**config.mk**
```make
export PLATFORM = sky130hd
export DESIGN_NAME = frame_border_pad
export DESIGN_NICKNAME = d
export VERILOG_FILES = /design/src/rtl/frame_border_pad.sv
export SDC_FILE = /design/constraint.sdc
export NUM_CORES = 1
export LEC_CHECK = 0
export ABC_AREA = 1
export CORE_MARGIN = 4
export CORE_UTILIZATION = 51
export CTS_CLUSTER_DIAMETER = 50
export CTS_CLUSTER_SIZE = 28
export DETAILED_ROUTE_END_ITERATION = 16
export PLACE_DENSITY = 0.79
export SLEW_MARGIN = 20
export SYNTH_ARGS = -nofsm -noshare
export SYNTH_HDL_FRONTEND = slang
export SYNTH_SLANG_ARGS = --single-unit
```
**constraint.sdc**
```tcl
create_clock -name clk -period 2.6 [get_ports clk]
set_clock_uncertainty 0.2 [all_clocks]
set_input_delay 0.52 -clock clk [delete_from_list [all_inputs] [get_ports clk]]
set_output_delay 0.52 -clock clk [all_outputs]
set_load 0.01 [all_outputs]
```
**src/rtl/frame_border_pad.sv**
```systemverilog
// frame_border_pad: streams one WIDTHxHEIGHT frame and re-emits it padded by (KERNEL-1)/2
// pixels per side, using zero fill or edge replication, with an optional idle gap after each row.
`default_nettype none
module frame_border_pad #(
  parameter int WIDTH    = 320,
  parameter int HEIGHT   = 240,
  parameter int KERNEL   = 7,
  parameter int CHANNELS = 3,
  parameter int DW       = 8,
  parameter int MODE     = 0,
  parameter int ROW_GAP  = 16
) (
  input  logic                   clk,
  input  logic                   reset,
  input  logic                   newFrame,
  input  logic                   iValid,
  output logic                   iReady,
  input  logic [CHANNELS*DW-1:0] iData,
  output logic                   oValid,
  output logic [CHANNELS*DW-1:0] oData,
  output logic                   oSOF,
  output logic                   oEOL,
  output logic                   oDone
);
  localparam int B   = (KERNEL - 1) / 2;
  localparam int PW  = WIDTH + 2 * B;
  localparam int PH  = HEIGHT + 2 * B;
  localparam int PXW = CHANNELS * DW;
  localparam int CW  = $clog2(PW);
  localparam int RW  = $clog2(PH);
  localparam int GW  = (ROW_GAP > 0) ? $clog2(ROW_GAP + 1) : 1;
  localparam int AW  = (WIDTH > 1) ? $clog2(WIDTH) : 1;

  localparam logic [CW-1:0] COL_LAST  = CW'(PW - 1);
  localparam logic [CW-1:0] COL_BODY  = CW'(B);
  localparam logic [CW-1:0] COL_RPAD  = CW'(WIDTH + B);
  localparam logic [CW-1:0] CAP_LAST  = CW'(WIDTH - 1);
  localparam logic [RW-1:0] ROW_LAST  = RW'(PH - 1);
  localparam logic [RW-1:0] ROW_BODY  = RW'(B);
  localparam logic [RW-1:0] ROW_LIVE  = RW'(B + 1);
  localparam logic [RW-1:0] ROW_BPAD  = RW'(HEIGHT + B);
  localparam logic [AW-1:0] ADDR_LAST = AW'(WIDTH - 1);
  localparam logic [GW-1:0] GAP_LAST  = GW'((ROW_GAP > 0) ? ROW_GAP - 1 : 0);

  typedef enum logic [2:0] {
    S_IDLE    = 3'd0,
    S_CAPTURE = 3'd1,
    S_ROW     = 3'd2,
    S_GAP     = 3'd3,
    S_DONE    = 3'd4
  } state_t;

  state_t          state_q, state_d;
  logic [CW-1:0]   col_q, col_d;
  logic [RW-1:0]   row_q, row_d;
  logic [GW-1:0]   gap_q, gap_d;
  logic            oValid_q, oValid_d;
  logic [PXW-1:0]  oData_q, oData_d;
  logic            oSOF_q, oSOF_d;
  logic            oEOL_q, oEOL_d;
  logic            oDone_q, oDone_d;

  logic [PXW-1:0]  lbuf_q [WIDTH];
  logic            buf_we;
  logic [AW-1:0]   buf_waddr;
  logic [AW-1:0]   buf_raddr;
  logic [PXW-1:0]  buf_rdata;

  logic            col_lpad, col_rpad, row_tpad, row_bpad, row_live;
  logic            emit;
  logic [PXW-1:0]  pix;

  assign col_lpad  = (col_q < COL_BODY);
  assign col_rpad  = (col_q >= COL_RPAD);
  assign row_tpad  = (row_q < ROW_BODY);
  assign row_bpad  = (row_q >= ROW_BPAD);
  assign row_live  = (row_q >= ROW_LIVE) && !row_bpad;
  // Column clamp into the line buffer; pad columns read the nearest edge pixel.
  assign buf_raddr = col_lpad ? '0 : (col_rpad ? ADDR_LAST : AW'(col_q - COL_BODY));
  assign buf_rdata = lbuf_q[buf_raddr];

  always_comb begin
    state_d   = state_q;
    col_d     = col_q;
    row_d     = row_q;
    gap_d     = gap_q;
    iReady    = 1'b0;
    buf_we    = 1'b0;
    buf_waddr = AW'(col_q - COL_BODY);
    emit      = 1'b0;
    pix       = '0;
    oValid_d  = 1'b0;
    oData_d   = '0;
    oSOF_d    = 1'b0;
    oEOL_d    = 1'b0;
    oDone_d   = 1'b0;

    unique case (state_q)
      S_CAPTURE: begin
        iReady    = 1'b1;
        buf_waddr = AW'(col_q);
        if (iValid) begin
          buf_we = 1'b1;
          if (col_q == CAP_LAST) begin
            col_d   = '0;
            state_d = S_ROW;
          end else begin
            col_d = col_q + 1'b1;
          end
        end
      end
      S_ROW: begin
        emit = 1'b1;
        if (MODE == 0) begin
          if (!row_tpad && !row_bpad && !col_lpad && !col_rpad) begin
            iReady = 1'b1;
            emit   = iValid;
            pix    = iData;
          end
        end else if (row_live && !col_rpad) begin
          // Left pad only peeks the first pixel of the row; the body consumes it.
          emit = iValid;
          pix  = iData;
          if (!col_lpad) begin
            iReady = 1'b1;
            buf_we = iValid;
          end
        end else begin
          pix = buf_rdata;
        end
        if (emit) begin
          oValid_d = 1'b1;
          oData_d  = pix;
          oSOF_d   = (row_q == '0) && (col_q == '0);
          oEOL_d   = (col_q == COL_LAST);
          if (col_q == COL_LAST) begin
            col_d = '0;
            if (ROW_GAP > 0) begin
              state_d = S_GAP;
            end else if (row_q == ROW_LAST) begin
              state_d = S_DONE;
            end else begin
              row_d = row_q + 1'b1;
            end
          end else begin
            col_d = col_q + 1'b1;
          end
        end
      end
      S_GAP: begin
        if (gap_q == GAP_LAST) begin
          gap_d = '0;
          if (row_q == ROW_LAST) begin
            state_d = S_DONE;
          end else begin
            row_d   = row_q + 1'b1;
            state_d = S_ROW;
          end
        end else begin
          gap_d = gap_q + 1'b1;
        end
      end
      S_DONE: begin
        oDone_d = 1'b1;
        state_d = S_IDLE;
      end
      default: begin
      end
    endcase

    // A new frame overrides everything except a completing frame's oDone.
    if (newFrame) begin
      state_d  = (MODE == 0) ? S_ROW : S_CAPTURE;
      col_d    = '0;
      row_d    = '0;
      gap_d    = '0;
      iReady   = 1'b0;
      buf_we   = 1'b0;
      oValid_d = 1'b0;
      oData_d  = '0;
      oSOF_d   = 1'b0;
      oEOL_d   = 1'b0;
    end
  end

  always_ff @(posedge clk or negedge reset) begin
    if (!reset) begin
      state_q  <= S_IDLE;
      col_q    <= '0;
      row_q    <= '0;
      gap_q    <= '0;
      oValid_q <= 1'b0;
      oData_q  <= '0;
      oSOF_q   <= 1'b0;
      oEOL_q   <= 1'b0;
      oDone_q  <= 1'b0;
    end else begin
      state_q  <= state_d;
      col_q    <= col_d;
      row_q    <= row_d;
      gap_q    <= gap_d;
      oValid_q <= oValid_d;
      oData_q  <= oData_d;
      oSOF_q   <= oSOF_d;
      oEOL_q   <= oEOL_d;
      oDone_q  <= oDone_d;
    end
  end

  always_ff @(posedge clk) begin
    if (buf_we) begin
      lbuf_q[buf_waddr] <= iData;
    end
  end

  assign oValid = oValid_q;
  assign oData  = oData_q;
  assign oSOF   = oSOF_q;
  assign oEOL   = oEOL_q;
  assign oDone  = oDone_q;

endmodule
`default_nettype wire

```
Yosys cells after proc, flatten, opt, wreduce, memory -nomap -nowiden --
Index checks and enable logic that the tools add are counted.
Word-level totals: word-level logic and storage cells 87, output and inout port bits 29, bits in registers 53
Cells by class: mux-type cells 40, equality and inequality tests 14, add/sub/neg operators 3, reduce and logical (&&, ||, !) cells 17, magnitude comparators 4
Operators by type and width (number):
- 2-to-1 mux 24 bit | 4
- 2-to-1 mux 9 bit | 5
- 2-to-1 mux 8 bit | 4
- 2-to-1 mux 3 bit | 7
- equality test 9 bit, second input constant | 2
- one-hot mux 9 bit (2 select lines) | 1
- 2-to-1 mux 5 bit | 3
- inequality test 3 bit, second input constant | 5
- 2-to-1 mux 1 bit | 14
- one-hot mux 3 bit (4 select lines) | 1
- adder 9 x 1 -> 9 bit, second input constant | 1
- >= comparator 9 bit, second input constant | 1
- logical NOT 9 bit | 1
- < comparator 9 x 2 -> 1 bit, second input constant | 1
- adder 8 x 1 -> 8 bit, second input constant | 1
- equality test 8 bit, second input constant | 1
- >= comparator 8 bit, second input constant | 1
- logical NOT 8 bit | 1
- < comparator 8 x 2 -> 1 bit, second input constant | 1
- equality test 3 x 2 -> 1 bit, second input constant | 2
- AND reduction 3 bit | 2
- AND reduction 6 bit | 1
- adder 5 x 1 -> 5 bit, second input constant | 1
- equality test 5 x 4 -> 1 bit, second input constant | 1
- other kinds (9) | 16

Depth between registers and ports, before layout --
depth after elaboration 10, gate-level depth with buffers 12

Least setup slack after synthesis --
No wires, ideal clock.
path kind reg2out, start register row_q[0], end output port iReady, cell stages (with the launch flop) 12, data required time 1880 ps, slack 274 ps, arrival 1606 ps, path through dfrtp_1 > ha_1 > inv_1 > nand3_1 > inv_1 > nand2_1 > nand2_1 > nand2_1 > nor2_4 > nand2_4 > buf_6 > a21oi_1
On the way: cells in the longest elaborated chain, start to end 8
RTL lines:
- start: declaration | RTL line 55 | logic [RW-1:0] row_q, row_d;
- start signal: assignment | RTL line 200 | row_q <= row_d;
- < comparator 8 x 2 -> 1 bit or >= comparator 8 bit (tied branches) | RTL line 75, 76
- logical NOT 1 bit | RTL line 115 | if (!row_tpad && !row_bpad && !col_lpad && !col_rpad) begin
- logical AND 1 bit (*) (3 in series) | RTL line 115
- 2-to-1 mux 1 bit (*) | RTL line 115
- one-hot mux 1 bit (2 select lines) (*) | RTL line 98 | unique case (state_q)
- 2-to-1 mux 1 bit (*) | RTL line 172 | if (newFrame) begin
- end: declaration | RTL line 17 | output logic iReady,
Mark *: on every way between the ends. The rest lies on a longest branch, timed or not.

Worst setup path after layout --
Same ends and word-level chain as after synthesis.

==> results by group <==
Status
  – Outcome: finished clean

Synthesis
  – Mux contribution to synthesized area: 0%
  – Synth Area in Adders: 3.09%
  – Compound-Gate Fraction of Synth Area: 4.59%
  – EDFF count, synth: 0
  – Post-synthesis async set-or-reset flop share: 100%
  – Mapped cell area: 2840 um2
  – Distinct cells, synth: 30
  – Post-synthesis simple-gate area fraction: 36.4%
  – Top cell type's share of synthesized area: 46.7%
  – Post-Syn Area per Cell: 8.57 um2
  – Register area share after synthesis: 46.7%
  – Synth Instances: 331
  – Main combinational cell family by area after synthesis: simple AND/OR/NAND/NOR gates
  – XOR/XNOR Fraction of Synth Area: 2.16%
  – Ranking of synthesized cells by area: dfrtp_1 (47%), nand2_1 (10%), nor3b_2 (8.4%)
  – Leading area contributor after synthesis: dfrtp_1
  – Top post-synthesis cells by count: nand2_1 (76), dfrtp_1 (53), nand3_1 (37)
  – Synth Flop Type: dfrtp_1
  – Number of synthesis warnings: 0
  – Syn Nets: 366
  – Cell with the most instances after synthesis: nand2_1
  – Synthesis-stage register bit count: 53

Layout
  – Final nets: 436
  – Fin util: 70.2%
  – Reg area: 1330 um2
  – Layout area overhead: 29.6%
  – Diode count: 0
  – Layout cells sized above 1: 14.9%
  – Area of the multi-input gates: 1320 um2
  – Fill cells: 419
  – Cell Count, Final, Fillers Out: 472

Setup path
  – R2r endpoint: col_q[0]$_DFFE_PN0P_
  – Crit end category: output pin
  – Crit. path cell count: 11
  – Crit path buffers/inverters: 3
  – Startpoint Class: flip-flop
  – Worst path required time: 1880 ps
  – Crit. Startpoint: row_q[0]$_DFFE_PN0P_
  – Crit path capture: iReady
  – Critical Path AT: 1760 ps
  – Cell chain of the critical path: ha_2 > inv_1 > nand3_1 > inv_1 > nand2_1 > nand2_1 > nand2_2 > nor2_4 > nand2_4 > a21oi_2 > buf_2
  – Reg-to-reg setup timing slack: 590 ps
  – Worst setup path category: reg -> out
  – CP max stage cell: dfrtp_1
  – Crit-path max FO: 2
  – Reg-to-reg startpoint: row_q[0]$_DFFE_PN0P_
  – Max stage delay on crit path: 400 ps
  – FF-to-FF path depth: 13
  – CP top delay family: simple AND/OR/NAND/NOR gates

Route
  – Post-route ant nets: 0
  – Pre-antenna DRT Iters: 4
  – DRC viols: 0
  – Total Wirelength: 6.76 mm
  – Drt wl/cell: 14.3 um
  – Drt initial violations: 133
  – Vias: 2474
  – Via/cell ratio: 5.24

Floorplan
  – IO Count: 57
  – Initial core utilization: 54.2%
  – Die Height: 82.6 um
  – Num rows: 26
  – Die ar.: 6820 um2
  – Core footprint: 5240 um2
  – Die X: 82.6 um

GRT
  – First-pass GRT wire length: 11.0 mm
  – Initial antenna violation count: 0
  – M1 GR Usage: 25.6%
  – Vias in the first global route: 2441
  – GR peak layer: met2
  – Global route total overflow: 0
  – Routing usage on met3: 4.45%
  – Total global-route track usage: 21.2%
  – GR Util met2: 36.9%
  – Pin count of the biggest net entering global routing: 54

Timing
  – Setup_tns: 0 ps
  – FMAX: 403 MHz
  – RSZ-0062 raised after global routing: false
  – Worst Setup Slack, final: 119 ps
  – Worst hold slack: 328 ps
  – Hold Fails Final Rpt: 0
  – Slew HR: 76.2%
  – Slew @ Worst Pin: 358 ps
  – Max Slew Vio Count: 0
  – Final setup fails: 0
  – Tcrit/Tclk final: 95.4%
  – Post-route minimum period: 2480 ps

Clock network
  – Skew-Pair Late Insertion Delay: 310 ps
  – CTS tree: done
  – H-tree depth: 2
  – Clk root buf: clkbuf_8
  – CTS sink count: 53
  – CTS clock-pin slew for the worst setup and hold paths: 90 ps
  – Cts bufs inserted: 5
  – Clock tree buffer depth: 2

Min path
  – Hold Path Class: reg -> reg

Place
  – Post-DP HPWL: 4.97 mm
  – Pre-CTS setup slack: 33.2 ps
  – Dpl cells: 461
  – GPL Wtd Cong: 0.928
  – I/O Buffers: 56

Power and ir drop
  – Power Density: 589 nW/um2
  – Leakage: 1.70 nW
  – Worst vdd ir: 555 uV

Job
  – Max cap viols: 0
-- sequential cells by signal (all words and copies together) (netlist names) --
register  cells
oSOF          1
state_q       3
col_q         9
gap_q         5
oDone         1
row_q         8
oEOL          1
oValid        1
oData        24
-- cells by family (layout without fill, tap and decap cells) --
| group | after synthesis | in the layout |
|---|---|---|
| compound gates | 24 | 24 |
| flops | 53 | 53 |
| buf+inv | 47 | 118 |
| fa+ha+maj | 7 | 7 |
| xor+xnor | 7 | 7 |
| simple gates | 193 | 193 |
-- worst min-delay path by stage --
| stage | from | to | slack, ps | depth (start not counted) |
|---|---|---|---|---|
| 2_1_floorplan | reset | col_q[0]$_DFFE_PN0P_ | 20 | 0 |
| 3_3_place_gp | col_q[1]$_DFFE_PN0P_ | col_q[1]$_DFFE_PN0P_ | 310 | 2 |
| 3_5_place_dp | gap_q[0]$_DFFE_PN0P_ | gap_q[0]$_DFFE_PN0P_ | 320 | 1 |
| 4_1_cts | gap_q[0]$_DFFE_PN0P_ | gap_q[0]$_DFFE_PN0P_ | 330 | 1 |
| 5_1_grt | gap_q[0]$_DFFE_PN0P_ | gap_q[0]$_DFFE_PN0P_ | 360 | 1 |
| 6_report | gap_q[0]$_DFFE_PN0P_ | gap_q[0]$_DFFE_PN0P_ | 330 | 1 |
-- stage by stage --
step                instance area, um2  power [mW]
floorplan                         2840        1.37
global placement                  3540        1.58
detailed placement                3540        1.61
CTS                               3650        2.17
global route                      3680        2.32
finish                            3680        2.17
-- report_power, final --
part / total [mW] / switching [mW] / leakage (nW) / internal [mW]
sequential: 0.948 / 0.0552 / 0.728 / 0.893
clock: 0.559 / 0.270 / 0.0554 / 0.289
combinational: 0.661 / 0.413 / 0.914 / 0.248
total: 2.17 / 0.738 / 1.70 / 1.43
-- layout by cell type (no fill, tap or decap), types with 6 or more instances in the layout --
master           instances
nand2_1                 75
clkdlybuf4s50_1         54
dfrtp_1                 53
nand3_1                 37
nor2_1                  33
inv_1                   29
nor3b_2                 19
o21ai_0                 17
buf_4                   15
nand4_1                  9
inv_2                    7
nor3_1                   6
xor2_1                   6
ha_1                     6
-- repair_timing --
action / 4_1_cts / 5_1_grt
pin swaps: 0 / 1
buffers inserted: 0 / 2
endpoints found under the setup margin: 1 / 1
hold buffers: 1 / 0
hold endpoints to repair: 15 / 0
resized for setup: 4 / 3
-- area by class of cell --
cell class | instances | area share [%]
Sequential cell | 53 | 36.1
Multi-Input combinational cell | 231 | 35.9
Timing Repair Buffer | 73 | 18.8
Inverter | 37 | 3.78
Tap cell | 70 | 2.38
Clock buffer | 6 | 1.97
Clock inverter | 2 | 1.05
-- per-layer routing --
metal | share of wire (%) | vias to the layer above
met3 | 4.8 | 15
met5 | 0 | -
li1 | - | 1217
met2 | 53 | 70
met1 | 40 | 1172
met4 | 2.4 | 0
(Power assumes the default switching activity.)
